<file path="config.mk">
export PLATFORM = sky130hd
export DESIGN_NAME = core_btb_ctrl
export DESIGN_NICKNAME = d
export VERILOG_FILES = /design/src/rtl/core_btb_pkg.sv /design/src/rtl/core_btb_upd_fifo.sv /design/src/rtl/core_btb_ctrl.sv
export SDC_FILE = /design/constraint.sdc
export NUM_CORES = 1
export LEC_CHECK = 0
export ABC_AREA = 0
export CAP_MARGIN = 40
export CORE_MARGIN = 2
export CORE_UTILIZATION = 54
export CTS_CLUSTER_SIZE = 40
export DETAILED_ROUTE_END_ITERATION = 10
export HOLD_SLACK_MARGIN = 0.1
export PLACE_DENSITY = 0.79
export SLEW_MARGIN = 20
export SYNTH_ARGS = -nofsm -noshare
export SYNTH_HDL_FRONTEND = slang
export SYNTH_HIERARCHICAL = 1
export SYNTH_SLANG_ARGS = --single-unit
</file>
<file path="constraint.sdc">
create_clock -name clk -period 6.65 [get_ports clk]
set_input_delay 0.665 -clock clk [delete_from_list [all_inputs] [get_ports clk]]
set_output_delay 0.665 -clock clk [all_outputs]
set_load 0.05 [all_outputs]
</file>
<file path="src/rtl/core_btb_pkg.sv">
// Shared BTB definitions: controller state encoding, index/tag geometry,
// the queued update entry layout and the PC tag-fold function.
package core_btb_pkg;

   typedef enum logic [0:0] {
      ST_IDLE  = 1'b0,
      ST_FLUSH = 1'b1
   } btb_state_e;

   localparam int BTB_IDX_W  = 6;
   localparam int BTB_TAG_W  = 11;
   localparam int BTB_TGT_W  = 30;
   localparam int BTB_TYPE_W = 2;

   typedef struct packed {
      logic [BTB_IDX_W-1:0]  idx;
      logic [BTB_TAG_W-1:0]  tag;
      logic [BTB_TGT_W-1:0]  tgt;
      logic [BTB_TYPE_W-1:0] typ;
   } btb_entry_t;

   // pc_hi is pc[29:8]; tag bit k folds the adjacent pair pc[2k+9]^pc[2k+8].
   function automatic logic [BTB_TAG_W-1:0] btb_tag_fold(input logic [2*BTB_TAG_W-1:0] pc_hi);
      logic [BTB_TAG_W-1:0] tag;
      for (int k = 0; k < BTB_TAG_W; k++) begin
         tag[k] = pc_hi[2*k+1] ^ pc_hi[2*k];
      end
      return tag;
   endfunction

endpackage

</file>
<file path="src/rtl/core_btb_upd_fifo.sv">
// Small circular update queue with push/pop/clear; pointers wrap modulo DEPTH.
// A push while full is dropped: there is no same-cycle pop bypass.
module core_btb_upd_fifo #(
   parameter int DEPTH = 4,
   parameter int W     = 8
) (
   input  logic         clk,
   input  logic         rst,
   input  logic         push,
   input  logic         pop,
   input  logic         clear,
   input  logic [W-1:0] wr_data,
   output logic [W-1:0] rd_data,
   output logic         full,
   output logic         empty
);

   localparam int AW = (DEPTH > 1) ? $clog2(DEPTH) : 1;

   logic [W-1:0]  mem_q [DEPTH];
   logic [W-1:0]  mem_d [DEPTH];
   logic [AW-1:0] wr_ptr_q, wr_ptr_d;
   logic [AW-1:0] rd_ptr_q, rd_ptr_d;
   logic [AW:0]   cnt_q, cnt_d;
   logic          do_push, do_pop;

   assign full    = (cnt_q == (AW+1)'(DEPTH));
   assign empty   = (cnt_q == '0);
   assign rd_data = mem_q[rd_ptr_q];
   assign do_push = push & ~full;
   assign do_pop  = pop & ~empty;

   always_comb begin
      mem_d    = mem_q;
      wr_ptr_d = wr_ptr_q;
      rd_ptr_d = rd_ptr_q;
      cnt_d    = cnt_q;
      if (clear) begin
         wr_ptr_d = '0;
         rd_ptr_d = '0;
         cnt_d    = '0;
      end else begin
         if (do_push) begin
            mem_d[wr_ptr_q] = wr_data;
            wr_ptr_d        = wr_ptr_q + 1'b1;
         end
         if (do_pop) begin
            rd_ptr_d = rd_ptr_q + 1'b1;
         end
         case ({do_push, do_pop})
            2'b10:   cnt_d = cnt_q + 1'b1;
            2'b01:   cnt_d = cnt_q - 1'b1;
            default: cnt_d = cnt_q;
         endcase
      end
   end

   always_ff @(posedge clk) begin
      if (rst) begin
         wr_ptr_q <= '0;
         rd_ptr_q <= '0;
         cnt_q    <= '0;
      end else begin
         wr_ptr_q <= wr_ptr_d;
         rd_ptr_q <= rd_ptr_d;
         cnt_q    <= cnt_d;
      end
   end

   // Storage is pure datapath; occupancy alone decides validity.
   always_ff @(posedge clk) begin
      mem_q <= mem_d;
   end

endmodule

</file>
<file path="src/rtl/core_btb_ctrl.sv">
// BTB write controller: queues taken branch updates and drains one per cycle
// into the BTB, or walks every entry writing zeros when a flush is requested.
module core_btb_ctrl
   import core_btb_pkg::*;
#(
   parameter int QDEPTH    = 4,
   parameter int BTB_DEPTH = 64
) (
   input  logic        clk,
   input  logic        rst,
   input  logic        upd_valid,
   output logic        upd_ready,
   input  logic [31:0] upd_pc,
   input  logic [31:0] upd_target,
   input  logic [1:0]  upd_type,
   input  logic        upd_taken,
   input  logic        flush_req,
   output logic        flush_busy,
   output logic        btb_wr_en,
   output logic [5:0]  btb_wr_index,
   output logic [10:0] btb_wr_tag,
   output logic [31:0] btb_wr_target,
   output logic [1:0]  btb_wr_type,
   output logic        pred_block
);

   localparam logic [BTB_IDX_W-1:0] LAST_IDX = BTB_IDX_W'(BTB_DEPTH - 1);

   btb_state_e           state_q, state_d;
   logic [BTB_IDX_W-1:0] flush_idx_q, flush_idx_d;
   btb_entry_t           push_entry, head_entry;
   logic                 q_push, q_pop, q_clear, q_full, q_empty;
   logic                 unused_bits;

   // Handshake: an update transfers on any rising edge with upd_valid and
   // upd_ready both high; not-taken updates transfer but are not queued.
   assign q_push = upd_valid & upd_ready & upd_taken;

   assign push_entry.idx = upd_pc[7:2];
   assign push_entry.tag = btb_tag_fold(upd_pc[29:8]);
   assign push_entry.tgt = upd_target[31:2];
   assign push_entry.typ = upd_type;

   assign unused_bits = ^{upd_pc[31:30], upd_pc[1:0], upd_target[1:0]};

   assign flush_busy = (state_q == ST_FLUSH);
   assign pred_block = (state_q == ST_FLUSH);

   core_btb_upd_fifo #(
      .DEPTH (QDEPTH),
      .W     ($bits(btb_entry_t))
   ) u_upd_fifo (
      .clk     (clk),
      .rst     (rst),
      .push    (q_push),
      .pop     (q_pop),
      .clear   (q_clear),
      .wr_data (push_entry),
      .rd_data (head_entry),
      .full    (q_full),
      .empty   (q_empty)
   );

   always_comb begin
      state_d       = state_q;
      flush_idx_d   = flush_idx_q;
      upd_ready     = 1'b0;
      q_pop         = 1'b0;
      q_clear       = 1'b0;
      btb_wr_en     = 1'b0;
      btb_wr_index  = '0;
      btb_wr_tag    = '0;
      btb_wr_target = '0;
      btb_wr_type   = '0;
      case (state_q)
         ST_IDLE: begin
            upd_ready = ~q_full & ~flush_req;
            if (flush_req) begin
               // Queued updates are stale once the whole BTB is wiped.
               state_d     = ST_FLUSH;
               flush_idx_d = '0;
               q_clear     = 1'b1;
            end else if (!q_empty) begin
               q_pop         = 1'b1;
               btb_wr_en     = 1'b1;
               btb_wr_index  = head_entry.idx;
               btb_wr_tag    = head_entry.tag;
               btb_wr_target = {head_entry.tgt, 2'b00};
               btb_wr_type   = head_entry.typ;
            end
         end
         ST_FLUSH: begin
            btb_wr_en    = 1'b1;
            btb_wr_index = flush_idx_q;
            if (flush_idx_q == LAST_IDX) begin
               state_d     = ST_IDLE;
               flush_idx_d = '0;
            end else begin
               flush_idx_d = flush_idx_q + 1'b1;
            end
         end
         default: begin
            state_d = ST_IDLE;
         end
      endcase
   end

   always_ff @(posedge clk) begin
      if (rst) begin
         state_q     <= ST_IDLE;
         flush_idx_q <= '0;
      end else begin
         state_q     <= state_d;
         flush_idx_q <= flush_idx_d;
      end
   end

endmodule
</file>
# Word level (Yosys, flattened, before mapping)

Index checks and enable logic that the tools add are counted.

$add $sub $neg: 5
Magnitude comparators: 3
Eq/ne operators: 5
Muxes and demuxes: 31
Bitwise logic cells: 23
Reductions and logical operators: 5

Operators by type and width:

| kind                | number |
|---|---|
| $bwmux 196          | 1 |
| $mux 49             | 3 |
| $bmux 49 s2         | 1 |
| $demux 49 s2        | 1 |
| $mux 32             | 3 |
| $mux 11             | 3 |
| $mux 6              | 4 |
| $pmux 6 s2          | 2 |
| $xor 1x1->1         | 11 |
| $mux 1              | 7 |
| $add 6x1->6 const B | 1 |
| $eq 6x6->1 const B  | 1 |
| $ge 3x3->1 const B  | 2 |
| $mux 2              | 3 |
| $not 2->3           | 2 |
| $pmux 3 s2          | 1 |
| $and 1x1->1         | 5 |
| $not 1->1           | 5 |
| $add 2x1->2 const B | 2 |
| $pmux 1 s2          | 2 |
| $add 3x1->3 const B | 1 |
| $eq 3x3->1 const B  | 1 |
| $logic_not 3->1     | 1 |
| $lt 3x1->1 const B  | 1 |
| other kinds (8)     | 8 |

Bits in registers: 210
Bits of input ports: 71
Output and inout bits: 55

# Longest topological paths before layout

Gate-level depths: netlist of run 1.

Word-level depth: 9
Mapped depth: 11
Mapped depth without buffers: 11

# By module

Netlist of run 1, hierarchy kept.

By module, submodules not included:

| module            | times used | cells an instance | area an instance (um^2) |
|---|---|---|---|
| core_btb_upd_fifo | 1          | 309               | 7688.6 |
| core_btb_ctrl     | 1          | 118               | 873.3 |

# Least setup slack after synthesis of run 1

Ideal clock, no wire load.

Path kind: reg-to-reg
Start: register state_q, in the netlist flush_busy
End: register u_upd_fifo/mem_q[100] in the netlist's numbering (enable)
Library setup time: 0.526 ns
Data arrival time: 6.026 ns
Path slack: 0.098 ns
Stages on the path, launching flop included: 6
Buffers on the path: 1
Clock period less this slack: 6.552 ns
Cells stage by stage: dfxtp_1 -> buf_2 -> nor3_1 -> and3_1 -> nand2_1 -> nor3b_1

Cells in the longest elaborated chain, start to end: 5
Elaborated cells on any way between the ends: 7

RTL lines:

| element                    | RTL line                | RTL |
|---|---|---|
| from (decl)                | core_btb_ctrl.sv:29     | `btb_state_e state_q, state_d;` |
| from (signal assigned)     | core_btb_ctrl.sv:113    | `state_q <= state_d;` |
| $mux 1                     | core_btb_ctrl.sv:75     | `case (state_q)` |
| net upd_ready              | core_btb_ctrl.sv:12     | `output logic upd_ready,` |
| $and 1x1->1 (2 in series)  | core_btb_ctrl.sv:37     | `assign q_push = upd_valid & upd_ready & upd_taken;` |
| net q_push                 | core_btb_ctrl.sv:32     | `logic q_push, q_pop, q_clear, q_full, q_empty;` |
| $and 1x1->1                | core_btb_upd_fifo.sv:30 | `assign do_push = push & ~full;` |
| $reduce_and 2->1 (no line) | n/a                     |  |
| to (signal assigned)       | core_btb_upd_fifo.sv:72 | `mem_q <= mem_d;` |
| to (decl)                  | core_btb_upd_fifo.sv:20 | `logic [W-1:0] mem_q [DEPTH];` |

The timed path passes the listed nets, and every way through them passes these cells.
A chain may end at the register's enable or synchronous reset.

# Worst setup path after layout of run 1

Start: input port flush_req
End: output port btb_wr_target[14]

Cells in the longest elaborated chain, start to end: 2

RTL lines:

| element     | RTL line            | RTL |
|---|---|---|
| from (decl) | core_btb_ctrl.sv:17 | `input logic flush_req,` |
| $mux 32     | core_btb_ctrl.sv:78 | `if (flush_req) begin` |
| $mux 32     | core_btb_ctrl.sv:75 |  |
| to (decl)   | core_btb_ctrl.sv:22 | `output logic [31:0] btb_wr_target,` |

Every way passes these cells.

==> results.py, run 1 <==
metrics = {
    "timing": {
        "hold_ws_ns": 0.557,
        "finalSetupTns_ns": 0,
        "period_share": 0.561,
        "relSlewSlack": 0.471,
        "hold_viol_final": 0,
        "period_minus_slack_ns": 3.73,
        "clock.fmax_ghz": 0.268,
        "worst_slew_pin_slew_ns": 0.792,
        "clock_skew_ns": 0.0187,
        "rsz0062_at_grt": "no",
        "drv_slew": 0,
        "setup_viol": 0,
    },
    "placement": {
        "place.gp.congestion": 0.809,
        "place.port_buffers": 117,
        "place_hpwl_um": 9020,
    },
    "logic_synthesis": {
        "netlist_instances": 427,
        "yosysSeqAreaShare": 0.720,
        "synth_area_leaders": "edfxtp_1 (69%), mux4_1 (13%), dfxtp_1 (3.3%)",
        "avgSynthCellArea_um2": 20.1,
        "yosysWarnings": 6,
        "syn_area_mm2": 0.00856,
        "yosysTopAreaCell": "edfxtp_1",
        "yosys.area.top_type_share": 0.687,
        "synth_cell_type_count": 39,
        "ys_seq_elements": 210,
    },
    "setup_path": {
        "crit_chain": "clkdlybuf4s50_1 > nor3_4 > buf_4 > and2_1 > clkdlybuf4s50_1",
        "cpMaxStageDelayCell": "clkdlybuf4s50_1",
        "crit_path_max_fanout": 51,
        "worstPathRequired_ns": 5.98,
        "cp_slowest_stage_delay_ns": 0.83,
        "worst-path-buf-inv": 3,
        "reg2reg_slack_ns": 3.68,
        "crit_top_cell": "clkdlybuf4s50_1",
        "r2r-end": "u_upd_fifo/cnt_q[2]$_SDFFE_PP0P_",
        "arrival_ns": 3.07,
        "path_delay_family": "buffers and inverters",
        "r2r-start": "flush_busy$_SDFF_PP0_",
        "critPathCaptureType": "primary output",
        "worstSetupStartpointType": "input port",
        "crit_type": "in2out",
        "r2r_cells": 10,
    },
    "run": {
        "maxCapViolCount": 0,
    },
    "finish": {
        "diodes": 0,
        "drive_gt1_frac": 0.100,
        "syn2layout_area_growth_pct": 24.9,
        "nNetsFinal": 632,
    },
    "floorplanning": {
        "die_area_mm2": 0.0169,
        "floorplan.rows": 46,
        "die_h_um": 130,
        "initial_utilization": 0.545,
        "ios": 126,
        "die_x_um": 130,
        "core_mm2": 0.0157,
    },
    "power": {
        "p_int_uw": 2300,
        "pwr-share-clk": 0.442,
        "p_sw_frac": 0.189,
        "power.share.sequential": 0.517,
        "switchingPower_uw": 534,
        "power.density_mw_per_mm2": 265,
        "leakage_uw": 0.00349,
        "vdd_drop_max_mv": 0.241,
        "p_comb_frac": 0.040,
    },
    "drt": {
        "drtPass1Iterations": 4,
        "vias": 4416,
        "via_per_inst": 5.62,
        "drc": 0,
        "post_drt_wl_per_cell_um": 19.9,
        "routed_wl_um": 15600,
        "ant_nets": 0,
        "first_iter_violations": 300,
    },
    "grt": {
        "grt_pass1_vias": 4618,
        "grt_max_degree": 52,
        "busiest_layer": "met2",
        "grtUsageTotal": 0.191,
        "globalRouteMet1Util": 0.253,
        "grtUsageMet2": 0.328,
        "grt_pass1_wl_um": 24300,
        "grt.overflow.total": 0,
        "use_met3": 0.0385,
        "antenna_found_initial": 0,
    },
    "status": {
        "outcome": "finished, final reports clean",
    },
    "clock_tree": {
        "clk_latency_ns": 0.50,
        "cts_setup_buffers": 0,
        "cts_resized": 0,
        "cts_hold_buffers": 0,
        "cts.reportedPaths.clkPinSlew_ns": 0.06,
        "cts_tree": "yes",
        "clockBufferDepth": 3,
        "cts.sinks": 210,
        "cts_made_buffers": 22,
        "htree_levels": 1,
        "clockRootBuffer": "clkbuf_16",
    },
    "worst_hold_path": {
        "whs_path_depth": 2,
        "min_path_type": "reg2reg",
        "worstHoldStart": "flush_idx_q[0]$_SDFFE_PP0P_",
        "min_to": "flush_idx_q[0]$_SDFFE_PP0P_",
    },
}
[cell usage in the layout (no fill, tap or decap), types with 3 or more instances in the layout]
master | synthesis | routed
nor2_1 | 6 | 6
a22o_1 | 6 | 6
ha_1 | 6 | 6
o21ai_0 | 8 | 8
dfxtp_1 | 14 | 12
and2_1 | 43 | 43
inv_1 | 10 | 10
clkinv_2 | 0 | 5
a21oi_1 | 9 | 9
edfxtp_1 | 196 | 196
mux4_2 | 6 | 6
nor3b_2 | 0 | 4
mux4_1 | 43 | 43
nand2_1 | 4 | 4
clkbuf_16 | 0 | 23
nand3_1 | 4 | 4
nor2b_1 | 4 | 4
clkinv_1 | 0 | 4
nor3_1 | 3 | 3
bufinv_16 | 0 | 4
xor2_1 | 14 | 14
clkdlybuf4s50_1 | 0 | 117
clkbuf_1 | 5 | 3
buf_4 | 4 | 8
[Yosys cell counts, drive strengths merged]
master and instances:
a22o 6, or4b 1, and3 1, nand2 4, a21oi 9, buf 19, nand2b 2, a211oi 2
nor2b 4, ha 6, and2 43, o41ai 1, o21bai 2, or3b 1, conb 1, clkbuf 5
xor2 14, mux4 49, or3 2, nor2 6, nor3b 5, dfxtp 14, o31ai 1, nand3b 1
a41oi 2, o211ai 1, edfxtp 196, inv 10, nand4 1, fa 1, nand3 4, o21ai 8
nor3 4, or2 1
[worst reg2reg max path, cell delays in order, from the launching register on]
cell     delay [ns]
dfxtp_1        0.56
nor3_4         0.27
buf_4          0.48
o31ai_1        0.22
inv_1          0.10
ha_1           0.19
inv_1          0.08
fa_1           0.37
xor2_1         0.16
or3_1          0.33
a21oi_1        0.14
[sequential cells by signal (all words and copies together) (netlist names)]
| signal | flops |
|---|---|
| flush_busy | 1 |
| u_upd_fifo/rd_ptr_q | 2 |
| u_upd_fifo/mem_q | 196 |
| u_upd_fifo/cnt_q | 3 |
| flush_idx_q | 6 |
| u_upd_fifo/wr_ptr_q | 2 |
[through the flow]
step	util	std cells	power, uW	setup slack [ns]	cell area (um2)
3_5_place_dp	0.633	746	1610	2.96	9940
3_3_place_gp	0.631	745	1600	2.96	9920
4_1_cts	0.681	786	2860	2.91	10700
5_1_grt	0.681	786	2920	2.79	10700
6_report	0.681	786	2830	2.92	10700
2_1_floorplan	-	428	1540	0.0979	8570
[power groups by stage]
stage / sequential, uW / combinational (uW) / clock (uW)
2_1_floorplan: 1490 / 50.0 / 0
3_3_place_gp: 1490 / 110 / 0
3_5_place_dp: 1490 / 115 / 0
4_1_cts: 1460 / 115 / 1280
5_1_grt: 1460 / 123 / 1330
6_report: 1460 / 114 / 1250
[how the worst max path moves through the flow]
stage | start | to | slack, ns | cells past startpoint
CTS | flush_req | btb_wr_target[14] | 2.91 | 5
floorplan | flush_busy$_SDFF_PP0_ | u_upd_fifo/mem_q[100]$_DFFE_PP_ | 0.1 | 5
global route | flush_req | btb_wr_target[14] | 2.79 | 5
global placement | flush_req | btb_wr_target[16] | 2.96 | 5
detailed placement | flush_req | btb_wr_target[14] | 2.96 | 5
finish | flush_req | btb_wr_target[14] | 2.92 | 5
[metal layers]
metal / vias to the layer above / wire length (um)
met2: 142 / 7930
met1: 2258 / 6430
li1: 1986 / -
met3: 30 / 961
met4: 0 / 289
met5: - / 0
[area by class of cell]
class                      instances  area (um2)
fill                            1050        5020
clock buffer                      26         587
clock inverter                    14         168
inverter                          10        37.5
multi-input combinational        184        2210
sequential                       210        6170
timing repair buffer             126        1250
tap                              216         270
[logic make-up (layout without fill, tap and decap cells)]
kind of cell	count (synthesis)	after routing	share of synthesized area
flops	210	210	0.720
simple gates	80	80	0.0568
mux	49	49	0.148
buf+inv	34	176	0.0250
compound gates	32	32	0.0244
xor+xnor	14	14	0.0143
fa+ha+maj	7	7	0.0111
other cells	1	2	0.000438
No activity file was read; power rests on OpenSTA's default activity.
==> inputs of run 2 (changes only) <==
--- a/config.mk
+++ b/config.mk
@@ -8,11 +8,11 @@
 export ABC_AREA = 0
 export CAP_MARGIN = 40
 export CORE_MARGIN = 2
-export CORE_UTILIZATION = 54
+export CORE_UTILIZATION = 49
 export CTS_CLUSTER_SIZE = 40
 export DETAILED_ROUTE_END_ITERATION = 10
 export HOLD_SLACK_MARGIN = 0.1
-export PLACE_DENSITY = 0.79
+export PLACE_DENSITY = 0.76
 export SLEW_MARGIN = 20
 export SYNTH_ARGS = -nofsm -noshare
 export SYNTH_HDL_FRONTEND = slang
==> constraint.sdc (replaced) <==
create_clock -name clk -period 3.3 [get_ports clk]
set_input_delay 0.33 -clock clk [delete_from_list [all_inputs] [get_ports clk]]
set_output_delay 0.33 -clock clk [all_outputs]
set_load 0.05 [all_outputs]
==> results.py, run 2 (synthesis results as in run 1) <==
metrics = {
    "timing": {
        "worst_slew_pin_slew_ns": 0.578,
        "rsz0062_at_grt": "no",
        "period_minus_slack_ns": 3.01,
        "setup_viol": 0,
        "finalSetupTns_ns": 0,
        "drv_slew": 0,
        "relSlewSlack": 0.612,
        "period_share": 0.913,
        "clock.fmax_ghz": 0.332,
        "clock_skew_ns": 0.00787,
        "hold_viol_final": 0,
    },
    "floorplanning": {
        "core_mm2": 0.0172,
        "floorplan.rows": 48,
        "die_h_um": 136,
        "die_area_mm2": 0.0185,
        "ios": 126,
        "die_x_um": 136,
        "initial_utilization": 0.498,
    },
    "power": {
        "switchingPower_uw": 1050,
        "power.density_mw_per_mm2": 497,
        "p_comb_frac": 0.045,
        "power.share.sequential": 0.550,
        "total_power_uw": 5370,
        "p_int_uw": 4310,
        "pwr-share-clk": 0.406,
        "vdd_drop_max_mv": 0.367,
        "leakage_uw": 0.00359,
        "p_sw_frac": 0.196,
    },
    "finish": {
        "layout.cells.non_filler": 796,
        "fin_util": 0.629,
        "diodes": 0,
        "largest_reg_flops": 196,
        "largestRegisters": "u_upd_fifo/mem_q x196, flush_idx_q x6, u_upd_fifo/cnt_q x3",
        "regMostFlops": "u_upd_fifo/mem_q",
        "drive_gt1_frac": 0.159,
        "final_common_cell": "edfxtp_1",
        "syn2layout_area_growth_pct": 26.1,
        "nNetsFinal": 634,
        "most-common-layout-cells": "edfxtp_1 (196), clkdlybuf4s50_1 (83), and2_1 (43), mux4_1 (43), buf_4 (26)",
    },
    "clock_tree": {
        "cts_resized": 0,
        "cts_tree": "yes",
        "clockBufferDepth": 3,
        "cts.sinks": 210,
        "clk_latency_ns": 0.49,
        "htree_levels": 1,
        "cts_setup_buffers": 0,
        "cts_made_buffers": 21,
        "cts_hold_buffers": 0,
        "cts.reportedPaths.clkPinSlew_ns": 0.06,
        "clockRootBuffer": "clkbuf_16",
    },
    "setup_path": {
        "cpMaxStageDelayCell": "mux4_1",
        "crit_type": "reg2out",
        "crit_path_max_fanout": 33,
        "cp_slowest_stage_delay_ns": 0.64,
        "critPathCaptureType": "primary output",
        "reg2reg_slack_ns": 0.48,
        "worstPathRequired_ns": 2.97,
        "worstSetupStartpointType": "flip-flop",
        "arrival_ns": 2.68,
        "crit_chain": "buf_4 > mux4_1 > a22o_1 > buf_12",
    },
    "grt": {
        "grtUsageTotal": 0.171,
        "antenna_found_initial": 0,
        "grt_pass1_vias": 4537,
        "grt_max_degree": 36,
        "grt.overflow.total": 0,
        "grt_pass1_wl_um": 24100,
    },
    "drt": {
        "post_drt_wl_per_cell_um": 19.7,
        "ant_nets": 0,
        "drtPass1Iterations": 4,
        "via_per_inst": 5.45,
        "routed_wl_um": 15600,
        "first_iter_violations": 258,
        "drc": 0,
        "vias": 4336,
    },
    "worst_hold_path": {
        "min_path_type": "in2reg",
    },
    "placement": {
        "place_hpwl_um": 9670,
        "place.port_buffers": 117,
        "dp.cells": 758,
        "place.gp.congestion": 0.774,
    },
    "run": {
        "maxCapViolCount": 0,
    },
    "status": {
        "outcome": "finished, final reports clean",
    },
}
run 2: cell count changes in the layout (fill, tap and decap cells not counted), moves of 4 or more:
cell,previous run,this run
buf_12,1,20
buf_4,8,26
clkbuf_1,3,10
clkdlybuf4s50_1,117,83
nor3b_2,4,0
nor3b_4,0,4
run 2: path summary, 6_finish.rpt:
path / from / endpoint / cells past startpoint
max: u_upd_fifo/rd_ptr_q[0]$_SDFFE_PP0P_ / btb_wr_index[1] / 4
min: upd_pc[3] / u_upd_fifo/mem_q[191]$_DFFE_PP_ / 1
max reg2reg: u_upd_fifo/cnt_q[2]$_SDFFE_PP0P_ / u_upd_fifo/cnt_q[2]$_SDFFE_PP0P_ / 11
min reg2reg: u_upd_fifo/cnt_q[2]$_SDFFE_PP0P_ / u_upd_fifo/cnt_q[2]$_SDFFE_PP0P_ / 2
run 2: area by class of cell:
type | instances | area (um2)
Tap cell | 225 | 282
Inverter | 10 | 37.5
Fill cell | 1214 | 6380
Timing Repair Buffer | 129 | 1430
Multi-Input combinational cell | 184 | 2260
Clock buffer | 31 | 563
Clock inverter | 7 | 61.3
Sequential cell | 210 | 6170
run 2: worst max-delay path: cells and delay by family, from the launching register on:
family	cells	cell delay [ns]
AO/OA/AOI/OAI	1	0.24
buffers and inverters	2	0.72
flip-flops	1	0.56
multiplexers	1	0.64
run 2: layer usage:
layer  global-route usage  vias up  wire (um)
met4               0.0405        0        243
met2                0.286      124       7810
li1                     -     1994          -
met1                0.230     2192       6650
met3               0.0395       26        947
met5                    0        -          0
run 2: metrics by stage:
step	setup slack (ns)	hold WS, ns	cell area (um2)
after floorplan	0.0141	0.429	8640
after global placement	0.528	0.495	10200
after detailed placement	0.435	0.513	10200
after CTS	0.244	0.453	10800
after global routing	0.157	0.459	10800
final	0.287	0.471	10800
run 2: power groups by stage:
stage	logic [uW]	registers, uW	clock network [uW]
after global routing	259	2950	2340
after global placement	231	3000	0
after CTS	243	2950	2240
after detailed placement	242	3010	0
final	241	2950	2180
after floorplan	107	3000	0
==> inputs of run 3 (changes only) <==
--- a/config.mk
+++ b/config.mk
@@ -7,7 +7,7 @@
 export LEC_CHECK = 0
 export ABC_AREA = 0
 export CAP_MARGIN = 40
-export CORE_MARGIN = 2
+export CORE_MARGIN = 3
 export CORE_UTILIZATION = 49
 export CTS_CLUSTER_SIZE = 40
 export DETAILED_ROUTE_END_ITERATION = 10
@@ -18,3 +18,4 @@
 export SYNTH_HDL_FRONTEND = slang
 export SYNTH_HIERARCHICAL = 1
 export SYNTH_SLANG_ARGS = --single-unit
+export TNS_END_PERCENT = 1
==> results.py, run 3 (synthesis results as in run 1) <==
metrics = {
    "finish": {
        "syn2layout_area_growth_pct": 27.8,
        "most-common-layout-cells": "edfxtp_1 (196), clkdlybuf4s50_1 (68), and2_1 (43), mux4_1 (43)",
        "diodes": 0,
        "nNetsFinal": 633,
        "largest_reg_flops": 196,
        "drive_gt1_frac": 0.188,
        "largestRegisters": "u_upd_fifo/mem_q x196, flush_idx_q x6, u_upd_fifo/cnt_q x3",
        "final_common_cell": "edfxtp_1",
        "n_fill_cell": 1163,
        "regMostFlops": "u_upd_fifo/mem_q",
    },
    "grt": {
        "globalRouteMet1Util": 0.220,
        "grtUsageMet2": 0.281,
        "grt_max_degree": 51,
        "antenna_found_initial": 0,
        "grt_pass1_vias": 4673,
        "grtUsageTotal": 0.166,
        "grt_pass1_wl_um": 25300,
        "use_met3": 0.0404,
        "busiest_layer": "met2",
        "grt.overflow.total": 0,
    },
    "setup_path": {
        "worstSetupStartpointType": "flip-flop",
        "crit_type": "reg2reg",
        "worstPathRequired_ns": 3.72,
        "arrival_ns": 3.20,
        "critPathCaptureType": "flip-flop",
        "crit_path_max_fanout": 5,
    },
    "timing": {
        "drv_slew": 0,
        "relSlewSlack": 0.500,
        "layout_setup_ws_ns": 0.524,
        "clock_skew_ns": 0.00965,
        "period_share": 0.841,
        "clock.fmax_ghz": 0.360,
        "finalSetupTns_ns": 0,
        "period_minus_slack_ns": 2.78,
        "hold_viol_final": 0,
        "setup_viol": 0,
        "rsz0062_at_grt": "no",
        "worst_slew_pin_slew_ns": 0.744,
    },
    "placement": {
        "place_hpwl_um": 9460,
        "pre_cts_ws_ns": 0.398,
        "place.gp.congestion": 0.748,
        "place.port_buffers": 117,
    },
    "clock_tree": {
        "cts_setup_buffers": 0,
        "cts_made_buffers": 22,
        "clk_latency_ns": 0.49,
        "cts_resized": 0,
        "cts.reportedPaths.clkPinSlew_ns": 0.06,
        "clockRootBuffer": "clkbuf_16",
        "cts.sinks": 210,
        "cts_tree": "yes",
        "clockBufferDepth": 3,
        "cts_hold_buffers": 0,
        "htree_levels": 1,
    },
    "floorplanning": {
        "ios": 126,
        "floorplan.rows": 47,
        "initial_utilization": 0.509,
        "die_x_um": 138,
        "core_mm2": 0.0168,
        "die_area_mm2": 0.0191,
        "die_h_um": 138,
    },
    "worst_hold_path": {
        "min_path_type": "in2reg",
    },
    "power": {
        "leakage_uw": 0.00367,
        "vdd_drop_max_mv": 0.430,
        "power.density_mw_per_mm2": 506,
    },
    "drt": {
        "ant_nets": 0,
        "first_iter_violations": 257,
        "vias": 4358,
        "post_drt_wl_per_cell_um": 19.9,
        "drc": 0,
        "via_per_inst": 5.52,
        "routed_wl_um": 15700,
        "drtPass1Iterations": 4,
    },
    "run": {
        "maxCapViolCount": 0,
    },
    "status": {
        "outcome": "finished, final reports clean",
    },
}
## run 3: final timing paths
check                                        start                          endpoint  slack (ns)  cells after the start
setup reg to reg  u_upd_fifo/cnt_q[2]$_SDFFE_PP0P_  u_upd_fifo/cnt_q[2]$_SDFFE_PP0P_        0.52                     11
setup / recovery  u_upd_fifo/cnt_q[2]$_SDFFE_PP0P_  u_upd_fifo/cnt_q[2]$_SDFFE_PP0P_        0.52                     11
hold / removal                           upd_pc[2]    u_upd_fifo/mem_q[92]$_DFFE_PP_        0.47                      1
hold reg to reg   u_upd_fifo/cnt_q[2]$_SDFFE_PP0P_  u_upd_fifo/cnt_q[2]$_SDFFE_PP0P_        0.52                      2
## run 3: where the power goes
part	internal [uW]	total, uW	switching, uW
clock	1430	2350	922
sequential	2940	2950	13.2
combinational	117	242	126
## run 3: cell type report
type	count	area [um2]	area share
timing repair buffer	127	1510	0.138
clock inverter	10	97.6	0.00892
sequential	210	6170	0.564
clock buffer	29	598	0.0546
inverter	10	37.5	0.00343
multi-input combinational	184	2260	0.206
tap	220	275	0.0251
## run 3: worst max-delay path, stage by stage, from the launching register on
cell and delay, ns:
dfxtp_1 0.38, or3b_4 0.43, inv_1 0.16, nor3_4 0.05
and3_4 0.18, nand2_2 0.20, ha_1 0.24, inv_1 0.07
fa_1 0.38, xor2_1 0.17, or3_1 0.32, a21oi_1 0.14
## run 3: per-stage QoR
| stage | power (uW) | util | instances | area [um2] | hold WS [ns] |
|---|---|---|---|---|---|
| floorplan | 3110 | - | 428 | 8640 | 0.429 |
| global placement | 3240 | 0.608 | 750 | 10200 | 0.489 |
| detailed placement | 3250 | 0.608 | 750 | 10200 | 0.513 |
| CTS | 5610 | 0.649 | 789 | 10900 | 0.444 |
| global route | 5750 | 0.651 | 790 | 10900 | 0.468 |
| finish | 5540 | 0.651 | 790 | 10900 | 0.465 |
## run 3: routing by layer
layer	part of all wire	routed length (um)
met1	0.41	6480
met4	0.014	220
met5	0	0
met3	0.070	1100
met2	0.50	7940
